### src/rtl/sprite_pkg.sv
// rtl/sprite_pkg.sv - shared sprite geometry, key colour and fetch state type
package sprite_pkg;

    typedef logic [23:0] rgb_t;

    localparam int   SPR_W     = 40;
    localparam int   SPR_H     = 40;
    localparam int   COL_W     = $clog2(SPR_W);
    localparam rgb_t KEY_COLOR = 24'hFF00FF;

    typedef enum logic [1:0] {
        IDLE,
        FETCH,
        DRAIN,
        READY
    } fetch_state_t;

endpackage

### src/rtl/sprite_line_buf.sv
// rtl/sprite_line_buf.sv - one sprite row of pixels, sync write, comb read
module sprite_line_buf
    import sprite_pkg::*;
#(
    parameter int DEPTH = SPR_W,
    parameter int WIDTH = $bits(rgb_t),
    parameter int AW    = $clog2(DEPTH)
) (
    input  logic             clk,
    input  logic             we,
    input  logic [AW-1:0]    waddr,
    input  logic [WIDTH-1:0] wdata,
    input  logic [AW-1:0]    raddr,
    output logic [WIDTH-1:0] rdata
);

    logic [WIDTH-1:0] mem [DEPTH];

    always_ff @(posedge clk) begin
        if (we) begin
            mem[waddr] <= wdata;
        end
    end

    // Read indices beyond the row are never used for display; return 0 to stay defined.
    always_comb begin
        rdata = '0;
        if (32'(raddr) < DEPTH) begin
            rdata = mem[raddr];
        end
    end

endmodule

### src/rtl/sprite_row_fetch.sv
// rtl/sprite_row_fetch.sv - fetches one sprite row per scanline and serves keyed pixels
module sprite_row_fetch
    import sprite_pkg::*;
#(
    parameter int ADDR_W = 13,
    parameter int DATA_W = 24
) (
    input  logic              Clk,
    input  logic              Reset_n,
    input  logic              line_start,
    input  logic [9:0]        LineY,
    input  logic [9:0]        SprX,
    input  logic [9:0]        SprY,
    input  logic [9:0]        DrawX,
    output logic [ADDR_W-1:0] rom_addr,
    input  logic [DATA_W-1:0] rom_data,
    output logic              busy,
    output logic              pix_valid,
    output logic [DATA_W-1:0] pix_rgb
);

    localparam logic [COL_W-1:0] LAST_COL = COL_W'(SPR_W - 1);

    fetch_state_t       state, state_next;
    logic               hit;
    logic [9:0]         sx;
    logic [ADDR_W-1:0]  base;
    logic [COL_W-1:0]   col;
    logic [COL_W-1:0]   col_d1;
    logic               wv;

    logic signed [10:0] dy;
    logic signed [10:0] dx;
    logic               hit_next;
    logic [ADDR_W-1:0]  dy_ext;
    logic [ADDR_W-1:0]  base_next;
    logic [DATA_W-1:0]  rdata;
    logic               buf_we;

    always_comb begin
        dy        = $signed({1'b0, LineY}) - $signed({1'b0, SprY});
        hit_next  = !dy[10] && (dy[9:0] <= 10'(SPR_H - 1));
        dy_ext    = ADDR_W'(dy[COL_W-1:0]);
        base_next = ADDR_W'(dy_ext * ADDR_W'(SPR_W));
        dx        = $signed({1'b0, DrawX}) - $signed({1'b0, sx});
        buf_we    = wv && !line_start;
    end

    always_ff @(posedge Clk or negedge Reset_n) begin
        if (!Reset_n) begin
            state <= IDLE;
        end else begin
            state <= state_next;
        end
    end

    always_comb begin
        state_next = state;
        busy       = 1'b0;
        case (state)
            FETCH: begin
                busy = 1'b1;
                if (col == LAST_COL) begin
                    state_next = DRAIN;
                end
            end
            DRAIN: begin
                busy       = 1'b1;
                state_next = READY;
            end
            default: ;
        endcase
        // A new line request overrides whatever is in flight.
        if (line_start) begin
            state_next = hit_next ? FETCH : IDLE;
        end
    end

    always_ff @(posedge Clk or negedge Reset_n) begin
        if (!Reset_n) begin
            hit      <= 1'b0;
            sx       <= '0;
            base     <= '0;
            col      <= '0;
            col_d1   <= '0;
            wv       <= 1'b0;
            rom_addr <= '0;
        end else begin
            wv     <= (state == FETCH) && !line_start;
            col_d1 <= col;
            if (line_start) begin
                hit <= hit_next;
                sx  <= SprX;
                if (hit_next) begin
                    base     <= base_next;
                    col      <= '0;
                    rom_addr <= base_next;
                end
            end else if (state == FETCH) begin
                col <= col + 1'b1;
                if (col != LAST_COL) begin
                    rom_addr <= base + ADDR_W'(col) + ADDR_W'(1);
                end
            end
        end
    end

    sprite_line_buf #(
        .DEPTH (SPR_W),
        .WIDTH (DATA_W),
        .AW    (COL_W)
    ) u_line_buf (
        .clk   (Clk),
        .we    (buf_we),
        .waddr (col_d1),
        .wdata (rom_data),
        .raddr (dx[COL_W-1:0]),
        .rdata (rdata)
    );

    // Registered pixel path; a restart request blanks output from the next cycle on.
    always_ff @(posedge Clk or negedge Reset_n) begin
        if (!Reset_n) begin
            pix_valid <= 1'b0;
            pix_rgb   <= '0;
        end else if (line_start || state != READY || !hit) begin
            pix_valid <= 1'b0;
            pix_rgb   <= '0;
        end else if (!dx[10] && (dx[9:0] < 10'(SPR_W)) && (rdata != DATA_W'(KEY_COLOR))) begin
            pix_valid <= 1'b1;
            pix_rgb   <= rdata;
        end else begin
            pix_valid <= 1'b0;
            pix_rgb   <= '0;
        end
    end

endmodule

### config.mk
export PLATFORM = sky130hd
export DESIGN_NAME = sprite_row_fetch
export DESIGN_NICKNAME = d
export VERILOG_FILES = /design/src/rtl/sprite_pkg.sv /design/src/rtl/sprite_line_buf.sv /design/src/rtl/sprite_row_fetch.sv
export SDC_FILE = /design/constraint.sdc
export NUM_CORES = 1
export LEC_CHECK = 0
export ABC_CLOCK_PERIOD_IN_PS = 5790
export CAP_MARGIN = 20
export CORE_ASPECT_RATIO = 1.1
export CORE_MARGIN = 8
export CORE_UTILIZATION = 31
export CTS_CLUSTER_DIAMETER = 50
export DETAILED_ROUTE_END_ITERATION = 10
export PLACE_DENSITY = 0.45
export SLEW_MARGIN = 20
export SYNTH_ARGS = -nofsm -noshare
export SYNTH_HDL_FRONTEND = slang
export SYNTH_SLANG_ARGS = --single-unit
### constraint.sdc
create_clock -name Clk -period 5.79 [get_ports Clk]
set_input_delay 0.8685 -clock Clk [delete_from_list [all_inputs] [get_ports Clk]]
set_output_delay 0.8685 -clock Clk [all_outputs]
set_load 0.01 [all_outputs]
=== Word level (Yosys, flattened, before mapping) ===
Memory sizes are Yosys's and may differ from the RTL's.
Index checks and enable logic that the tools add are counted.

* Add/sub/neg operators: 5
* $mul: 1
* $lt $le $gt $ge: 3
* Equality and inequality tests: 8
* Multiplexer cells: 19
* Reduce and logical (&&, ||, !) cells: 19

{| class="wikitable"
|+ Operators by type and width
! cell !! number
|-
| $mux 24 || 3
|-
| $mux 13 || 4
|-
| $ne 24x24->1 const B || 1
|-
| $sub 10x10->11 || 2
|-
| $mux 6 || 3
|-
| $add 12x6->13 || 1
|-
| $add 13x1->13 const B || 1
|-
| $le 10x6->1 const B || 1
|-
| $lt 10x6->1 const B || 1
|-
| $mul 6x3->9 const B || 1
|-
| $add 6x1->6 const B || 1
|-
| $eq 6x6->1 const B || 1
|-
| $lt 6x6->1 const B || 1
|-
| $mux 1 || 6
|-
| $ne 6x6->1 const B || 1
|-
| $reduce_and 2->1 || 3
|-
| $logic_and 1x1->1 || 5
|-
| $logic_not 1->1 || 4
|-
| $mux 2 || 2
|-
| $pmux 2 s2 || 1
|-
| $reduce_bool 2->1 || 2
|-
| $ne 3x3->1 const B || 1
|-
| $reduce_and 3->1 || 1
|-
| $reduce_bool 3->1 || 1
|-
| other kinds (6) || 7
|}

* Register bits after elaboration: 73
* Bits in writable memories: 960
* Input bits: 67
* Output and inout bits: 39
* Logic and storage cells: 66
* Memories: 1

{| class="wikitable"
|+ Memory list
! name !! depth !! bits a word !! read ports !! clocked after memory_dff !! wr ports !! line !! RTL
|-
| u_line_buf.mem || 40 || 24 || 1 || 0 || 1 || sprite_line_buf.sv:17 || <nowiki>logic [WIDTH-1:0] mem [DEPTH];</nowiki>
|}

=== Longest topological paths before layout ===
Gate-level depths: netlist of the first run.

* Depth in word-level cells: 7
* Depth in mapped cells: 18

=== Modules after synthesis ===
A second synthesis of the first run with hierarchy kept.

* Cells, all modules: 2088
* Area total of the unflattened synthesis: 41004.3 sq um

{| class="wikitable"
|+ By module, submodules not included
! module !! times used !! cells an instance !! area each (sq um) !! seq. area each (sq um)
|-
| sprite_line_buf || 1 || 1664 || 36772.8 || 28827.6
|-
| sprite_row_fetch || 1 || 424 || 4231.6 || 1826.8
|}

=== Worst setup path before layout of the first run ===
OpenSTA, ideal clock, no wires.

* Path kind: input -> register
* Start: input port DrawX[0]
* End: register pix_rgb[17]
* Library setup time: 136 ps
* Data arrival time: 4405 ps
* Path slack: 1249 ps
* Stages: 13
* Path through: inv_1 -> ha_1 -> fa_1 -> xnor2_1 -> buf_4 -> mux4_2 -> mux4_2 -> mux2i_1 -> o22ai_1 -> or4_4 -> nor4_4 -> buf_6 -> nor3_1

* Longest elaborated chain between the ends: 7
* Elaborated cells on any way between the ends: 11
* Those cells by class: 1 x add/sub; 2 x order compare; 1 x eq/ne; 3 x mux; 3 x reduce/logical; 1 x memory

{| class="wikitable"
|+ RTL lines
! item !! line !! RTL
|-
| start, declared || sprite_row_fetch.sv:14 || <nowiki>input logic [9:0] DrawX,</nowiki>
|-
| $sub 10x10->11 * || sprite_row_fetch.sv:45 || <nowiki>dx = $signed({1'b0, DrawX}) - $signed({1'b0, sx});</nowiki>
|-
| $mem_v2 40x24 / $lt 6x6->1 (equally long branches) || n/a ||
|-
| $mux 24 || sprite_line_buf.sv:28 || <nowiki>if (32'(raddr) < DEPTH) begin</nowiki>
|-
| $ne 24x24->1 || sprite_row_fetch.sv:129 || <nowiki>end else if (!dx[10] && (dx[9:0] < 10'(SPR_W)) && (rdata != DATA_W'(KEY_COLOR))) begin</nowiki>
|-
| $logic_and 1x1->1 || sprite_row_fetch.sv:129 ||
|-
| $mux 24 * || sprite_row_fetch.sv:129 ||
|-
| $mux 24 * || sprite_row_fetch.sv:126 || <nowiki>end else if (line_start || state != READY || !hit) begin</nowiki>
|-
| end signal, assigned || sprite_row_fetch.sv:131 || <nowiki>pix_rgb <= rdata;</nowiki>
|-
| end, declared || sprite_row_fetch.sv:19 || <nowiki>output logic [DATA_W-1:0] pix_rgb</nowiki>
|}

Every way passes the cells marked *; elsewhere a longest branch is shown, timed or not.
A chain may end at the register's enable or synchronous reset.

=== Final worst setup path of the first run ===
* Start: input port DrawX[0]
* End: register pix_rgb[16]

The elaborated chain is that of the path after synthesis.

==> results of run 1 <==
==> cells by family after synthesis <==
family          Yosys count  share of synthesized area (%)
compound gates          143                           2.28
xor+xnor                 25                          0.552
fa+ha+maj                38                           1.21
buf+inv                 140                           1.58
flops                  1033                           74.7
mux                     311                           15.6
simple gates            355                           4.02
==> registers in the layout, indices dropped and copies added, names as in the netlist, 2 cells and up <==
register	count
pix_rgb	24
state	2
rom_addr	13
sx	10
col_d1	6
col	6
base	9
u_line_buf.mem	960
==> through the flow <==
step / setup WS [ps] / hold WS, ps
after floorplan: 1250 / 352
after global placement: 264 / 413
after detailed placement: 202 / 434
after CTS: 978 / 364
after global routing: 771 / 268
final: 940 / 230
==> cells in the mapped netlist, types with 7 or more instances <==
master     instances
a21oi_1           34
nand2_1          144
buf_2             34
nor2_1            79
nor3_1            17
nand3_1           33
a2111oi_0          8
ha_1              35
a21o_1            11
nor3b_1            7
clkbuf_1          43
xor2_1            14
o21ai_0           34
edfxtp_1         960
nand4_1           14
buf_4             17
and3_1            18
mux2i_1           30
mux4_2           262
mux2_2            19
dfrtp_1           73
nor2b_1           11
inv_1             39
xnor2_1           10
==> area by class of cell <==
class	count	area, um2
Fill cell	12100	82600
Sequential cell	1033	30700
Multi-Input combinational cell	872	10100
Clock buffer	150	3140
Timing Repair Buffer	247	2380
Tap cell	1775	2220
Clock inverter	64	639
Inverter	39	146
Antenna cell	1	2.50
==> worst max-delay path by stage <==
stage	end	slack (ps)	depth (start not counted)
after global routing	pix_rgb[21]	770	15
final	pix_rgb[16]	940	15
after floorplan	pix_rgb[17]	1250	13
after detailed placement	pix_rgb[21]	200	15
after global placement	pix_rgb[0]	260	15
after CTS	pix_rgb[16]	980	15
==> per-layer routing <==
| layer | global-route usage [%] | up-vias | routed length [um] |
|---|---|---|---|
| met5 | 0 | - | 0 |
| met2 | 27.1 | 673 | 58400 |
| met3 | 3.28 | 182 | 6880 |
| met4 | 5.89 | 0 | 3810 |
| li1 | - | 8872 | - |
| met1 | 21.8 | 11400 | 51200 |
==> placed cells by master (no fill, tap or decap), types with 18 or more instances in the layout <==
| master | synthesis | final |
|---|---|---|
| buf_4 | 17 | 121 |
| mux4_2 | 262 | 262 |
| dfrtp_1 | 73 | 73 |
| nand3_1 | 33 | 33 |
| ha_1 | 35 | 34 |
| o21ai_0 | 34 | 34 |
| clkdlybuf4s50_1 | 0 | 101 |
| edfxtp_1 | 960 | 960 |
| nor2_1 | 79 | 38 |
| mux2i_1 | 30 | 30 |
| clkinv_2 | 0 | 19 |
| mux2_2 | 19 | 19 |
| a21oi_1 | 34 | 34 |
| inv_1 | 39 | 39 |
| nor2_4 | 0 | 37 |
| and3_1 | 18 | 18 |
| nand2_1 | 144 | 144 |
| clkbuf_16 | 0 | 115 |
| clkbuf_1 | 43 | 22 |
==> power breakdown <==
group	total, mW	internal (mW)	switching (mW)	leakage [nW]
Combinational	3.34	1.43	1.91	4.75
Sequential	8.41	8.31	0.109	9.59
Clock	7.27	4.26	3.00	1.85
Total	19.0	14.0	5.02	16.2
==> results.cfg, run 1 <==
[outcome]
status = complete, no violations

[sta]
max_slew_margin_pct = 25.1
fin_tns_setup_ps = 0
finalSetupViolations = 0
slew_viol_final = 0
finClkSkew_ps = 37.8
max_freq_mhz = 206
period_needed_ps = 4850
fin_crit_sh_pct = 83.8
worstMarginPinSlew_ps = 1120
rsz0062_at_grt = false
finalHoldViolations = 0

[placement]
portBuffers = 105
dp_hpwl_mm = 74.4
gp_congestion = 0.777
post_dp_cell_area_um2 = 45500
post-place-cells = 3966

[power]
p_total_mw = 19.0
power.leakage_nw = 16.2
peakVddDrop_mv = 0.238
power_per_cell_area_nw_per_um2 = 386

[worst_setup_path]
path_common_cell = buf_4
path_delay_family = buffers and inverters
r2r_cells = 13
startpoint = DrawX[0]
crit_fanout = 41
r2r-end = pix_rgb[16]
worstReg2RegStart = sx[0]
r2r_slack_ps = 1220
crit_slowest_cell = fa_4
critPathBufInv = 5
critPathLaunchType = input port
required_ps = 6350
setup.worst_path.end_class = register
cp.arrival_ps = 5400
path_cells = clkdlybuf4s50_1, inv_1, ha_4, fa_4, buf_12, buf_4, mux4_2, mux2_2, nor4_1, a41oi_1, o221ai_1, nand4_1, nor4_4, buf_4, nor3_1
max_stage_delay_ps = 920
path_class = in -> reg

[logic_synthesis]
synth_top_area_share_pct = 70.3
ys_seq_area_share_pct = 74.7
synth_seq_cells = 1033
async_reset_ff_share_pct = 7.07
synth_ff_type = edfxtp_1
synth.largest_area_cell = edfxtp_1
yosys-top-cells-area = edfxtp_1 70%, mux4_2 14%, dfrtp_1 4.5%, nand2_1 1.3%, ha_1 1.1%
syn_nets = 2150
synth-edff-count = 960
syn_area_per_cell_um2 = 20.1
synth_cell_types = 61
synth_area_um2 = 41000
synthCells = 2045
yosys_warnings = 0

[floorplanning]
io_pins = 106
start_util_pct = 31.1
die_w_um = 363
die_h_um = 398
row_count = 140
core_area_um2 = 132000
dieArea_um2 = 144000

[global_route]
antenna_found_initial = 2
overflow = 0
grt_max_degree = 74
grt_pass1_wl_mm = 170
grt_use_total_pct = 16.5
grt_pass1_vias = 22300

[finish]
synthToLayoutAreaGrowth_pct = 20.2
drive_gt1_share_pct = 27.4
fin_cells = 4181
stdcell_area_um2 = 49300
final_util_pct = 37.4
layout.nets = 2411

[clock_network]
post_cts_resized = 0
cts_root_buf = clkbuf_16
clkSinkCount = 1033
worst_skew_pair.late_latency_ps = 720
post_cts_buffers = 0
clk_pin_slew_ps = 60
ctsHoldBuffers = 0
cts_tree = done
cts_buffer_depth = 3
cts_buffers = 113
htree_levels = 3

[detailed_routing]
ant_nets = 0
num_vias = 21100
vias_per_cell = 5.05
drc_errors = 0
drt-initial-drc-count = 1863
drt_wl_total_mm = 120
drtPass1Iterations = 6
wl_per_cell_um = 28.8

[flow_run]
cap_violations = 0

[hold_path]
holdCritPathClass = in -> async
No activity file was read; power rests on OpenSTA's default activity.
==> run 2: changes to the inputs <==
ABC_CLOCK_PERIOD_IN_PS = 4530   (was 5790)
clock period = 4.53 ns   (was 5.79 ns; I/O delays follow)
==> run 2 against run 1 <==
Clock power grew 28%. Non-clock buffer count increased by 100. Via count is 1.7% higher. Register-to-register slack worse by 1100 ps. Setup slack got worse by 850 ps. Global-route usage grew 0.31 points. Clock skew down 1.3 ps. Power rose by 30%. Die area did not move. First-iteration DRC count is 7.3% higher.
==> results.cfg, run 2 (synthesized netlist as in run 1, its figures left out) <==
[outcome]
status = complete, no violations

[finish]
seq_area_um2 = 30700
largest_reg_flops = 960
layout_commonest_cell = edfxtp_1
nFillCells = 12100
final_util_pct = 38.2
reg_top3 = u_line_buf.mem x960, pix_rgb x24, rom_addr x13
stdcell_area_um2 = 50400
synthToLayoutAreaGrowth_pct = 22.8
final_cell_mix = 960 x edfxtp_1, 262 x mux4_2, 189 x buf_4, 144 x nand2_1, 116 x clkbuf_16
largest_register = u_line_buf.mem
fin_cells = 4276
drive_gt1_share_pct = 30.1
multiInputGateArea_um2 = 10100
layout.nets = 2511

[clock_network]
worst_skew_pair.late_latency_ps = 720
clkSinkCount = 1033
cts_tree = done
post_cts_buffers = 0
clk_pin_slew_ps = 60
cts_buffers = 113
ctsHoldBuffers = 0
cts_root_buf = clkbuf_16
cts_buffer_depth = 3
htree_levels = 3

[sta]
finalSetupViolations = 0
max_slew_margin_pct = 37.0
max_freq_mhz = 225
rsz0062_at_grt = false
fin_crit_sh_pct = 98.1
finClkSkew_ps = 36.5
slew_viol_final = 0
period_needed_ps = 4440
finalHoldViolations = 0
fin_ws_ps = 86.2
worstMarginPinSlew_ps = 942

[global_route]
grt_pass1_vias = 22800
grt_use_total_pct = 16.8
grt_pass1_wl_mm = 173
overflow = 0
antenna_found_initial = 6
grt_max_degree = 74

[detailed_routing]
drtPass1Iterations = 5
wl_per_cell_um = 28.6
ant_nets = 0
drt_wl_total_mm = 122
drc_errors = 0
drt-initial-drc-count = 1999
num_vias = 21500
vias_per_cell = 5.02

[floorplanning]
core_area_um2 = 132000
io_pins = 106
dieArea_um2 = 144000
die_h_um = 398
die_w_um = 363
start_util_pct = 31.1
row_count = 140

[power]
p_total_mw = 24.7
sw_frac_of_total_pct = 26.4
peakVddDrop_mv = 0.299
power.internal_mw = 18.2
power_per_cell_area_nw_per_um2 = 491
pwr-share-comb_pct = 19.0
pwr-share-clk_pct = 37.5
p_switching_mw = 6.52
power.leakage_nw = 16.7
seqPwrFrac_pct = 43.5

[worst_setup_path]
setup.worst_path.end_class = register
startpoint = DrawX[0]
crit_slowest_cell = fa_4
max_stage_delay_ps = 800
path_common_cell = buf_12
r2r-end = pix_rgb[0]
r2r_cells = 15
cp.arrival_ps = 5050
critPathLaunchType = input port
r2r_slack_ps = 160
path_cells = clkdlybuf4s50_1, inv_1, ha_4, fa_4, buf_12, buf_12, mux4_2, nand2_1, a2111oi_0, buf_4, a21o_1, a22oi_1, nor2_1, nand4_1, nor4_4, buf_12, nor3b_1
required_ps = 5140
crit_end = pix_rgb[0]
crit_fanout = 31
worstReg2RegStart = sx[0]
path_class = in -> reg

[hold_path]
holdCritPathClass = in -> async

[placement]
dpl_worst_slack_ps = -634
dp_hpwl_mm = 75.6
post_dp_cell_area_um2 = 46600
portBuffers = 105
gp_congestion = 0.794
post-place-cells = 4066

[flow_run]
cap_violations = 0
[run 2: metrics by stage]
stage / hold WS, ps / TNS, ps
2_1_floorplan: 352 / 0
3_3_place_gp: 413 / -11020
3_5_place_dp: 429 / -11020
4_1_cts: 157 / 0
5_1_grt: 55.8 / 0
6_report: 22.7 / 0
[run 2: worst min-delay path by stage]
stage | startpoint | endpoint | slack [ps] | depth (start not counted)
4_1_cts | Reset_n | rom_addr[0] | 160 | 1
2_1_floorplan | col[2] | col_d1[2] | 350 | 0
3_5_place_dp | col[1] | col_d1[1] | 430 | 0
3_3_place_gp | col[1] | col_d1[1] | 410 | 0
5_1_grt | Reset_n | sx[8] | 60 | 1
6_report | Reset_n | sx[8] | 20 | 1
[run 2: what timing repair did]
| action | 4_1_cts | 5_1_grt |
|---|---|---|
| setup endpoints to repair | 0 | 16 |
| endpoints found under the hold margin | 0 | 0 |
| resized for setup | 0 | 2 |
[run 2: cell type report]
| type | count | share of cell area, % |
|---|---|---|
| Sequential cell | 1033 | 60.8 |
| Multi-Input combinational cell | 872 | 20.1 |
| Timing Repair Buffer | 347 | 6.95 |
| Clock buffer | 141 | 5.97 |
| Tap cell | 1775 | 4.41 |
| Clock inverter | 66 | 1.43 |
| Inverter | 39 | 0.291 |
| Antenna cell | 3 | 0.0149 |
[run 2: metal layers]
layer | up-vias | GRT usage, % | share of wire, %
met1 | 11600 | 22.6 | 43
met2 | 632 | 27.7 | 49
li1 | 9093 | - | -
met3 | 141 | 3.30 | 5.6
met4 | 4 | 4.96 | 2.2
met5 | - | 0 | 0.022
[run 2: worst max-delay path: cells and delay by family]
family | cells | cell delay, ps
compound gates | 3 | 780
fa+ha+maj | 2 | 960
buf+inv | 6 | 1450
mux | 1 | 240
simple gates | 5 | 890
[run 2: power by group through the flow]
stage / combinational, mW / sequential (mW) / clock, mW
finish: 4.71 / 10.8 / 9.27
global route: 5.04 / 10.8 / 9.81
global placement: 4.75 / 11.0 / 0
CTS: 4.78 / 10.8 / 9.46
floorplan: 2.45 / 10.9 / 0
detailed placement: 4.76 / 11.0 / 0
==> run 3: changes to the inputs <==
CORE_MARGIN = 4   (was 8)
REMOVE_ABC_BUFFERS = 1   (was default)
==> run 3 against run 2 <==
Cell count is 0.19% lower. Fmax decreased by 1.3%. Largest power group unchanged. Utilization grew 0.45 points. Power grew 3.3%. Clock power up 10%. Setup slack worse by 57 ps. Global-route usage increased by 0.36 points. Sequential cell count unchanged. Highest routed layer unchanged. Sequential share of layout area decreased by 0.28 points.
==> results.cfg, run 3 (synthesized netlist as in run 1, its figures left out) <==
[sta]
fin_tns_setup_ps = 0
rsz0062_at_grt = false
fin_crit_sh_pct = 99.4
max_slew_margin_pct = 28.4
slew_viol_final = 0
period_needed_ps = 4500
finalHoldViolations = 0
max_freq_mhz = 222
worstMarginPinSlew_ps = 1070
finalSetupViolations = 0
finClkSkew_ps = 33.5

[worst_setup_path]
required_ps = 5110
path_cells = clkdlybuf4s50_1, inv_1, ha_4, fa_4, buf_4, buf_4, mux4_2, nand2_1, a2111oi_4, buf_4, a21oi_1, a2bb2oi_1, nor2_1, nand4_1, nor4_4, buf_4, nor3_1
setup.worst_path.end_class = register
max_stage_delay_ps = 890
path_common_cell = buf_4
cp.arrival_ps = 5080
r2r_cells = 15
crit_fanout = 14
critPathLaunchType = input port
path_class = in -> reg
crit_slowest_cell = fa_4

[placement]
post-place-cells = 4037
gp_congestion = 0.794
dp_hpwl_mm = 72.1
portBuffers = 105

[floorplanning]
die_h_um = 390
start_util_pct = 31.3
io_pins = 106
dieArea_um2 = 138000
row_count = 139
die_w_um = 355
core_area_um2 = 131000

[clock_network]
cts_buffers = 132
worst_skew_pair.late_latency_ps = 730
cts_root_buf = clkbuf_16
clk_pin_slew_ps = 50
cts_tree = done
post_cts_buffers = 0
clkSinkCount = 1033
ctsHoldBuffers = 0
cts_buffer_depth = 3
htree_levels = 4

[detailed_routing]
drt-initial-drc-count = 1708
num_vias = 21300
drtPass1Iterations = 5
drc_errors = 0
vias_per_cell = 4.99
wl_per_cell_um = 27.9
drt_wl_total_mm = 119
ant_nets = 0

[finish]
largest_reg_flops = 960
synthToLayoutAreaGrowth_pct = 23.4
layout_commonest_cell = edfxtp_1
final_util_pct = 38.7
n_antenna_cell = 0
final_cell_mix = 960 x edfxtp_1, 262 x mux4_2, 193 x buf_4, 144 x nand2_1, 138 x clkbuf_16
layout.nets = 2514
fin_cells = 4268
drive_gt1_share_pct = 30.4
reg_top3 = u_line_buf.mem x960, pix_rgb x24, rom_addr x13
largest_register = u_line_buf.mem

[global_route]
grt_util_met3_pct = 2.81
grt_pass1_vias = 22500
antenna_found_initial = 5
grt_use_total_pct = 17.2
grt-busiest-layer = met2
use_met1_pct = 23.0
met2_usage_pct = 29.3
grt_max_degree = 74
overflow = 0
grt_pass1_wl_mm = 168

[power]
peakVddDrop_mv = 0.356
p_total_mw = 25.6
power.leakage_nw = 16.9
power_per_cell_area_nw_per_um2 = 505

[hold_path]
holdCritPathClass = in -> async

[outcome]
status = complete, no violations

[flow_run]
cap_violations = 0
run 3: cell count changes in the layout (fill, tap and decap cells not counted), moves of 3 or more:
| cell | delta |
|---|---|
| a2111oi_0 | -5 |
| buf_12 | -19 |
| buf_4 | +4 |
| bufinv_16 | -3 |
| clkbuf_1 | +7 |
| clkbuf_16 | +22 |
| clkinv_1 | -6 |
| clkinv_2 | -4 |
| diode_2 | -3 |
| inv_6 | +3 |
| nor2_2 | -4 |
| nor2_4 | +3 |
run 3: what timing repair did:
action | 4_1_cts | 5_1_grt
pin swaps | 0 | 1
endpoints found under the setup margin | 17 | 17
gates cloned | 0 | 0
gates resized for setup | 4 | 9
run 3: worst paths after layout:
check,from,slack [ps],end
max,DrawX[0],30,pix_rgb[6]
min,Reset_n,30,rom_addr[1]
max reg2reg,sx[0],120,pix_rgb[6]
min reg2reg,col[1],460,col_d1[1]
max in group asynchronous,Reset_n,3930,pix_rgb[0]
min in group Clk,col[1],460,col_d1[1]
run 3: final cells by class:
cell class	count	area [um2]
fillers	11900	80300
flip-flops and latches	1033	30700
multi-input cells	872	10200
clock buffers	172	3610
repair buffers	331	3150
well taps	1762	2200
clock inverters	59	647
inverters	39	146
run 3: power breakdown:
group,total [mW],switching (mW),internal [mW]
sequential,10.8,0.139,10.6
combinational,4.61,2.47,2.14
clock,10.2,3.98,6.21
run 3: stage by stage:
stage / instance area, um2 / hold slack, ps / setup slack, ps
CTS: 50600 / 169 / 17.3
global placement: 46300 / 414 / -1190
global route: 50600 / 62.9 / 1.06
floorplan: 40500 / 384 / -6900
finish: 50600 / 34.2 / 28.8
detailed placement: 46300 / 436 / -939
run 3: worst max-delay path, delay by kind of cell:
kind	cells	cell delay [ps]
AOI/OAI and AO/OA	3	680
adders and majority gates	2	1050
and+or+nand+nor	5	1030
buffers and inverters	6	1400
muxes	1	220
run 3: per-layer routing:
metal / vias up / wire length (um)
met5: - / 12
met2: 545 / 59600
met4: 2 / 2230
met3: 144 / 5440
met1: 11500 / 51600
li1: 9101 / -
